$ cat config.mk
export PLATFORM = sky130hd
export DESIGN_NAME = alu32_issue_stage
export DESIGN_NICKNAME = d
export VERILOG_FILES = /design/src/rtl/alu32_pkg.sv /design/src/rtl/alu32_op_decode.sv /design/src/rtl/alu32_issue_stage.sv
export SDC_FILE = /design/constraint.sdc
export NUM_CORES = 1
export LEC_CHECK = 0
export ABC_AREA = 1
export CORE_MARGIN = 2
export CORE_UTILIZATION = 25
export CTS_CLUSTER_DIAMETER = 200
export DETAILED_ROUTE_END_ITERATION = 6
export GPL_TIMING_DRIVEN = 0
export MAX_ROUTING_LAYER = met4
export PLACE_DENSITY_LB_ADDON = 0.2
export RECOVER_POWER = 100
export SLEW_MARGIN = 40
export SYNTH_ARGS = -nofsm -noshare
export SYNTH_HDL_FRONTEND = slang
export SYNTH_HIERARCHICAL = 1
export SYNTH_SLANG_ARGS = --single-unit
$ cat constraint.sdc
create_clock -name Clk -period 4.9 [get_ports Clk]
set_input_delay 1.225 -clock Clk [delete_from_list [all_inputs] [get_ports Clk]]
set_output_delay 1.225 -clock Clk [all_outputs]
set_load 0.01 [all_outputs]
$ cat src/rtl/alu32_pkg.sv
// alu32_pkg: shared widths, opcode encodings and unit-enable bit positions
// for the 32-bit ALU issue stage and its opcode decoder.
package alu32_pkg;

  localparam int OP_W   = 4;
  localparam int UNIT_N = 9;
  localparam int DATA_W = 32;

  // Opcode encodings; 9..15 are illegal.
  localparam logic [OP_W-1:0] OP_ADD = 4'd0;
  localparam logic [OP_W-1:0] OP_SUB = 4'd1;
  localparam logic [OP_W-1:0] OP_AND = 4'd2;
  localparam logic [OP_W-1:0] OP_OR  = 4'd3;
  localparam logic [OP_W-1:0] OP_XOR = 4'd4;
  localparam logic [OP_W-1:0] OP_NOR = 4'd5;
  localparam logic [OP_W-1:0] OP_SLL = 4'd6;
  localparam logic [OP_W-1:0] OP_SRL = 4'd7;
  localparam logic [OP_W-1:0] OP_SRA = 4'd8;

  // Bit position of each function unit inside the one-hot UnitEn vector.
  localparam int EN_ADD = 0;
  localparam int EN_SUB = 1;
  localparam int EN_AND = 2;
  localparam int EN_OR  = 3;
  localparam int EN_XOR = 4;
  localparam int EN_NOR = 5;
  localparam int EN_SLL = 6;
  localparam int EN_SRL = 7;
  localparam int EN_SRA = 8;

  // True for the three shifter opcodes.
  function automatic logic is_shift(input logic [OP_W-1:0] op);
    return (op == OP_SLL) || (op == OP_SRL) || (op == OP_SRA);
  endfunction

endpackage

$ cat src/rtl/alu32_op_decode.sv
// alu32_op_decode: combinational opcode decoder on the issue-stage push path.
// Ports:
//   op_i      - 4-bit opcode
//   unit_en_o - one-hot function-unit enable (all zero for illegal opcodes)
//   illegal_o - opcode is outside the defined set
module alu32_op_decode
  import alu32_pkg::*;
(
  input  logic [OP_W-1:0]   op_i,
  output logic [UNIT_N-1:0] unit_en_o,
  output logic              illegal_o
);

  always_comb begin
    unit_en_o = '0;
    illegal_o = 1'b0;
    case (op_i)
      OP_ADD:  unit_en_o[EN_ADD] = 1'b1;
      OP_SUB:  unit_en_o[EN_SUB] = 1'b1;
      OP_AND:  unit_en_o[EN_AND] = 1'b1;
      OP_OR:   unit_en_o[EN_OR]  = 1'b1;
      OP_XOR:  unit_en_o[EN_XOR] = 1'b1;
      OP_NOR:  unit_en_o[EN_NOR] = 1'b1;
      OP_SLL:  unit_en_o[EN_SLL] = 1'b1;
      OP_SRL:  unit_en_o[EN_SRL] = 1'b1;
      OP_SRA:  unit_en_o[EN_SRA] = 1'b1;
      default: illegal_o         = 1'b1;
    endcase
  end

endmodule

$ cat src/rtl/alu32_issue_stage.sv
// alu32_issue_stage: registered issue FIFO feeding the 32-bit ALU function
// units. Ops arrive over a valid/ready handshake, are pre-decoded to a
// one-hot unit enable, tagged with a wrapping sequence number and held at the
// head with stable operands until the consumer accepts.
//
// Ports:
//   Clk, Rst_n          - clock (rising edge), async active-low reset
//   InValid/InReady     - upstream handshake; InReady depends only on count
//   InA, InB, InOp      - operands and opcode (shift amount is InB[4:0])
//   OutValid/OutReady   - downstream handshake for the head entry
//   Op1, Op2            - head operands (zero when OutValid=0)
//   UnitEn              - head one-hot unit enable (zero when empty/illegal)
//   OutTag              - head sequence tag
//   ErrIllegal          - head opcode is illegal
//   ShamtOvf            - head shift amount exceeds 31
//
// Optional feature macro: ALU32_ISSUE_SHAMT_CHK_EN. When undefined, ShamtOvf
// is tied low and no per-entry overflow flag is stored.
//
// DEPTH must be a power of two and >= 2 so the pointers wrap naturally.
module alu32_issue_stage
  import alu32_pkg::*;
#(
  parameter int DEPTH = 2,
  parameter int TAG_W = 4
) (
  input  logic              Clk,
  input  logic              Rst_n,
  input  logic              InValid,
  output logic              InReady,
  input  logic [31:0]       InA,
  input  logic [31:0]       InB,
  input  logic [3:0]        InOp,
  output logic              OutValid,
  input  logic              OutReady,
  output logic [31:0]       Op1,
  output logic [31:0]       Op2,
  output logic [8:0]        UnitEn,
  output logic [TAG_W-1:0]  OutTag,
  output logic              ErrIllegal,
  output logic              ShamtOvf
);

  localparam int PTR_W = $clog2(DEPTH);
  localparam int CNT_W = $clog2(DEPTH + 1);

  logic [PTR_W-1:0] wr_ptr_q, wr_ptr_d;
  logic [PTR_W-1:0] rd_ptr_q, rd_ptr_d;
  logic [CNT_W-1:0] count_q,  count_d;
  logic [TAG_W-1:0] tag_q,    tag_d;

  // Entry storage; contents are only observable through the OutValid gate,
  // so it needs no reset.
  logic [DEPTH-1:0][DATA_W-1:0] mem_a_q;
  logic [DEPTH-1:0][DATA_W-1:0] mem_b_q;
  logic [DEPTH-1:0][UNIT_N-1:0] mem_en_q;
  logic [DEPTH-1:0]             mem_ill_q;
  logic [DEPTH-1:0][TAG_W-1:0]  mem_tag_q;

  logic [UNIT_N-1:0] dec_en;
  logic              dec_ill;
  logic              push, pop;

  alu32_op_decode u_dec (
    .op_i      (InOp),
    .unit_en_o (dec_en),
    .illegal_o (dec_ill)
  );

  assign InReady  = (count_q < CNT_W'(DEPTH));
  assign OutValid = (count_q != '0);
  assign push     = InValid && InReady;
  assign pop      = OutValid && OutReady;

  always_comb begin
    count_d  = count_q;
    wr_ptr_d = wr_ptr_q;
    rd_ptr_d = rd_ptr_q;
    tag_d    = tag_q;
    if (push) begin
      wr_ptr_d = wr_ptr_q + PTR_W'(1);
      tag_d    = tag_q + TAG_W'(1);
    end
    if (pop) begin
      rd_ptr_d = rd_ptr_q + PTR_W'(1);
    end
    case ({push, pop})
      2'b10:   count_d = count_q + CNT_W'(1);
      2'b01:   count_d = count_q - CNT_W'(1);
      default: count_d = count_q;
    endcase
  end

  always_ff @(posedge Clk or negedge Rst_n) begin
    if (!Rst_n) begin
      count_q  <= '0;
      wr_ptr_q <= '0;
      rd_ptr_q <= '0;
      tag_q    <= '0;
    end else begin
      count_q  <= count_d;
      wr_ptr_q <= wr_ptr_d;
      rd_ptr_q <= rd_ptr_d;
      tag_q    <= tag_d;
    end
  end

  always_ff @(posedge Clk) begin
    if (push) begin
      mem_a_q[wr_ptr_q]   <= InA;
      mem_b_q[wr_ptr_q]   <= InB;
      mem_en_q[wr_ptr_q]  <= dec_en;
      mem_ill_q[wr_ptr_q] <= dec_ill;
      mem_tag_q[wr_ptr_q] <= tag_q;
    end
  end

  // Gate everything with OutValid so idle units see all-zero inputs.
  assign Op1        = OutValid ? mem_a_q[rd_ptr_q]   : '0;
  assign Op2        = OutValid ? mem_b_q[rd_ptr_q]   : '0;
  assign UnitEn     = OutValid ? mem_en_q[rd_ptr_q]  : '0;
  assign OutTag     = OutValid ? mem_tag_q[rd_ptr_q] : '0;
  assign ErrIllegal = OutValid & mem_ill_q[rd_ptr_q];

`ifdef ALU32_ISSUE_SHAMT_CHK_EN
  logic [DEPTH-1:0] mem_ovf_q;
  logic             push_ovf;

  // Shift amount only uses InB[4:0]; any higher bit set means overflow.
  assign push_ovf = is_shift(InOp) && (InB[DATA_W-1:5] != '0);

  always_ff @(posedge Clk) begin
    if (push) mem_ovf_q[wr_ptr_q] <= push_ovf;
  end

  assign ShamtOvf = OutValid & mem_ovf_q[rd_ptr_q];
`else
  assign ShamtOvf = 1'b0;
`endif

endmodule

==> qor.tcl <==
set qor(placement.io_buffers) 151
set qor(final-max-slew-violation-count) 0
set qor(tightestPinTransition_ns) 1.12
set qor(worstReg2RegStart) {count_q[1]$_DFFE_PN0P_}
set qor(timing.reg2reg.worst_path_depth) 6
set qor(fp-row-count) 58
set qor(worst_ep_required_time_ns) 3.67
set qor(place_hpwl_um) 11000
set qor(instance_count_of_the_mapped_netlist) 488
set qor(tritoncts_clock_tree) {built}
set qor(drv.max_cap_violation_count) 0
set qor(timing_worst_setup_path_type) {reg2out}
set qor(area_used_by_sequential_logic_in_the_layout_mm2) 0.00488
set qor(startpoint_type) {register}
set qor(overflow) 0
set qor(status) {finished, final reports clean}
set qor(timing.hold.worst.class) {reg2reg}
set qor(max_freq_mhz) 247
set qor(seq_area_frac_synth) 0.770
set qor(ys_ff_latch) 164
set qor(ant_nets) 0
set qor(timing.final.crit_period_ns) 4.05
set qor(multi_input_area_mm2) 0.00121
set qor(initialDrtViolationCount) 193
set qor(synth.distinct_cells) 23
set qor(worst_clock_skew_ns) 0.00755
set qor(clk_pin_slew_ns) 0.07
set qor(chipHeight_um) 163
set qor(drc_errors) 0
set qor(synth_area_per_cell_um2) 13.0
set qor(grt_start_max_net_pins) 18
set qor(hold_viol) 0
set qor(reg2reg_to) {mem_b_q[8]$_DFFE_PP_}
set qor(hold_buffers) 0
set qor(post_cts.resized_instances) 0
set qor(post-route-period-util) 0.827
set qor(gr-usage-all-layers) 0.125
set qor(rsz0062_at_grt) {no}
set qor(cts.root.buffer_cell) {sky130_fd_sc_hd__clkbuf_16}
set qor(design.die.area_mm2) 0.0266
set qor(clock-sinks) 164
set qor(layout_cells_sized_above_1) 0.0896
set qor(areaGrowthSynthToFinish_pct) 40.9
set qor(ctsHtreeMaxLevel) 4
set qor(cell_area_reported_after_detailed_placement_mm2) 0.00852
set qor(floorplan.io_pins) 153
set qor(total_non_filler_cell_area_in_the_finished_layout_mm2) 0.00893
set qor(cp-end-kind) {output port}
set qor(initial_core_util) 0.253
set qor(num_vias) 4240
set qor(hp-start) {tag_q[3]$_DFFE_PN0P_}
set qor(drt-pass1-iter-count) 4
set qor(synthTopCellsByArea) {sky130_fd_sc_hd__edfxtp_1 (74%), sky130_fd_sc_hd__nand2_1 (10%), sky130_fd_sc_hd__a21oi_1 (6.2%), sky130_fd_sc_hd__dfrtp_1 (3.2%), sky130_fd_sc_hd__buf_2 (1.6%)}
set qor(max-slew-margin-rel) 0.254
set qor(totalWireLength_um) 15900
set qor(nets) 742
set qor(cts-buffers-inserted) 17
set qor(post_drt_via_cell_ratio) 4.19
set qor(grt_pass1_wl_um) 24200
set qor(r2r_setup_slack_ns) 1.79
set qor(power_density_mw_per_mm2) 619
set qor(finalSetupViolations) 0
set qor(crit_fanout) 10
set qor(clk_path_buf_depth) 2
set qor(total_leakage_power_nw) 3.26
set qor(final_cells) 1013
set qor(die_w_um) 163
set qor(synthDominantAreaCellType) {sky130_fd_sc_hd__edfxtp_1}
set qor(ir_drop_mv) 0.278
set qor(synthDominantCellAreaShare) 0.739
set qor(cp_data_arrival_time_ns) 2.83
set qor(detailedPlace.worstSlack_ns) 1.62
set qor(fillerInstances) 2465
set qor(wire_per_inst_um) 15.6
set qor(finalWeightedCongestion) 0.745
set qor(timing.hold.worst_path_depth) 0
set qor(post-route-worst-setup-slack_ns) 0.848
set qor(number_of_antenna_violations_at_the_first_check_in_global_routing) 0
set qor(synthesis.area_mm2) 0.00634
set qor(postcts_setup_bufs) 0
set qor(core_area_mm2) 0.0250
set qor(syn-num-nets) 562
set qor(post-place-cells) 979
set qor(min_delay_worst_endpoint) {mem_tag_q[3]$_DFFE_PP_}
set qor(clock_latency_ns) 0.42
set qor(synth-warning-count) 6
set qor(via_count_of_the_first_global_routing_pass) 4449
==> worst max-delay path, stage by stage, from the launching register on <==
cell	delay, ns
sky130_fd_sc_hd__dfrtp_1	0.42
sky130_fd_sc_hd__nor2_1	0.85
sky130_fd_sc_hd__buf_2	0.41
sky130_fd_sc_hd__a21oi_1	0.10
sky130_fd_sc_hd__dlygate4sd3_1	0.62
==> kinds of logic after synthesis <==
group	share of synthesized area
XOR/XNOR	0.00415
other	0.000591
AO/OA/AOI/OAI	0.0639
AND/OR/NAND/NOR	0.121
flip-flops	0.770
buffers and inverters	0.0355
adder cells (fa/ha/maj)	0.00395
==> layout by cell type (no fill, tap or decap), types with 3 or more instances in the layout <==
cell                              count
sky130_fd_sc_hd__clkbuf_16           17
sky130_fd_sc_hd__inv_6                4
sky130_fd_sc_hd__clkbuf_1            11
sky130_fd_sc_hd__edfxtp_1           156
sky130_fd_sc_hd__clkdlybuf4s50_1     48
sky130_fd_sc_hd__nor2_1              14
sky130_fd_sc_hd__buf_6                5
sky130_fd_sc_hd__buf_2               16
sky130_fd_sc_hd__dlygate4sd3_1      103
sky130_fd_sc_hd__clkinvlp_4           3
sky130_fd_sc_hd__a21oi_1             79
sky130_fd_sc_hd__nand2_1            177
sky130_fd_sc_hd__clkinv_2             3
sky130_fd_sc_hd__inv_1               12
sky130_fd_sc_hd__dfrtp_1              8
==> final cells by class <==
type / count / share of cell area
diodes: 2 / 0.000560
clock inverters: 14 / 0.0171
plain buffers: 26 / 0.0178
clock buffers: 18 / 0.0481
flip-flops and latches: 164 / 0.547
well taps: 330 / 0.0462
repair buffers: 161 / 0.181
inverters: 15 / 0.00686
multi-input cells: 283 / 0.135
==> report_power, final <==
part           leakage [nW]  total (mW)  switching, mW  internal (mW)
clock network         0.279        1.32          0.560          0.757
registers              1.54        1.98         0.0882           1.89
logic                  1.44        2.23           1.25          0.982
==> how the worst max path moves through the flow <==
stage | start | end | slack [ns] | depth (start not counted)
floorplan | InValid | mem_a_q[0]$_DFFE_PP_ | -0.23 | 2
global placement | InValid | mem_a_q[59]$_DFFE_PP_ | -3.02 | 3
detailed placement | InValid | mem_a_q[27]$_DFFE_PP_ | 1.62 | 6
CTS | rd_ptr_q$_DFFE_PN0P_ | Op2[7] | 1.45 | 7
global route | count_q[0]$_DFFE_PN0P_ | UnitEn[8] | 0.67 | 4
finish | count_q[0]$_DFFE_PN0P_ | Op1[0] | 0.85 | 4
==> Yosys cell counts <==
library cell,n
sky130_fd_sc_hd__buf_2,20
sky130_fd_sc_hd__nand3_1,2
sky130_fd_sc_hd__edfxtp_1,156
sky130_fd_sc_hd__ha_1,2
sky130_fd_sc_hd__xnor2_1,2
sky130_fd_sc_hd__inv_2,2
sky130_fd_sc_hd__buf_6,5
sky130_fd_sc_hd__nand2_2,3
sky130_fd_sc_hd__xor2_1,1
sky130_fd_sc_hd__nand2_1,174
sky130_fd_sc_hd__inv_1,12
sky130_fd_sc_hd__o21ai_0,1
sky130_fd_sc_hd__buf_4,1
sky130_fd_sc_hd__nor2_1,10
sky130_fd_sc_hd__a21oi_1,79
sky130_fd_sc_hd__nand3b_1,1
sky130_fd_sc_hd__nor2_4,1
sky130_fd_sc_hd__o21ai_1,1
sky130_fd_sc_hd__nor2_2,4
sky130_fd_sc_hd__nand4_1,1
sky130_fd_sc_hd__inv_6,1
sky130_fd_sc_hd__conb_1,1
sky130_fd_sc_hd__dfrtp_1,8
==> through the flow <==
step / utilization / setup TNS [ns] / hold slack (ns) / power, mW
2_1_floorplan: - / -35.27 / 0.457 / 3.10
3_3_place_gp: 0.330 / -468.70 / 0.478 / 4.35
3_5_place_dp: 0.340 / 0 / 0.478 / 4.46
4_1_cts: 0.363 / 0 / 0.494 / 5.81
5_1_grt: 0.357 / 0 / 0.532 / 5.89
6_report: 0.357 / 0 / 0.490 / 5.53
==> registers in the layout, indices dropped and copies added (netlist names) <==
register	cells
mem_en_q	18
rd_ptr_q	1
mem_ill_q	2
tag_q	4
mem_b_q	64
wr_ptr_q	1
count_q	2
mem_tag_q	8
mem_a_q	64
==> metal layers <==
| layer | track usage | routed length [um] | vias to the layer above |
|---|---|---|---|
| met5 | - | 0 | - |
| met4 | 0.0346 | 148 | 0 |
| met3 | 0.0389 | 970 | 13 |
| met2 | 0.207 | 7860 | 117 |
| met1 | 0.146 | 6870 | 2053 |
| li1 | - | - | 2057 |
Power figures use the tool's default switching activity.
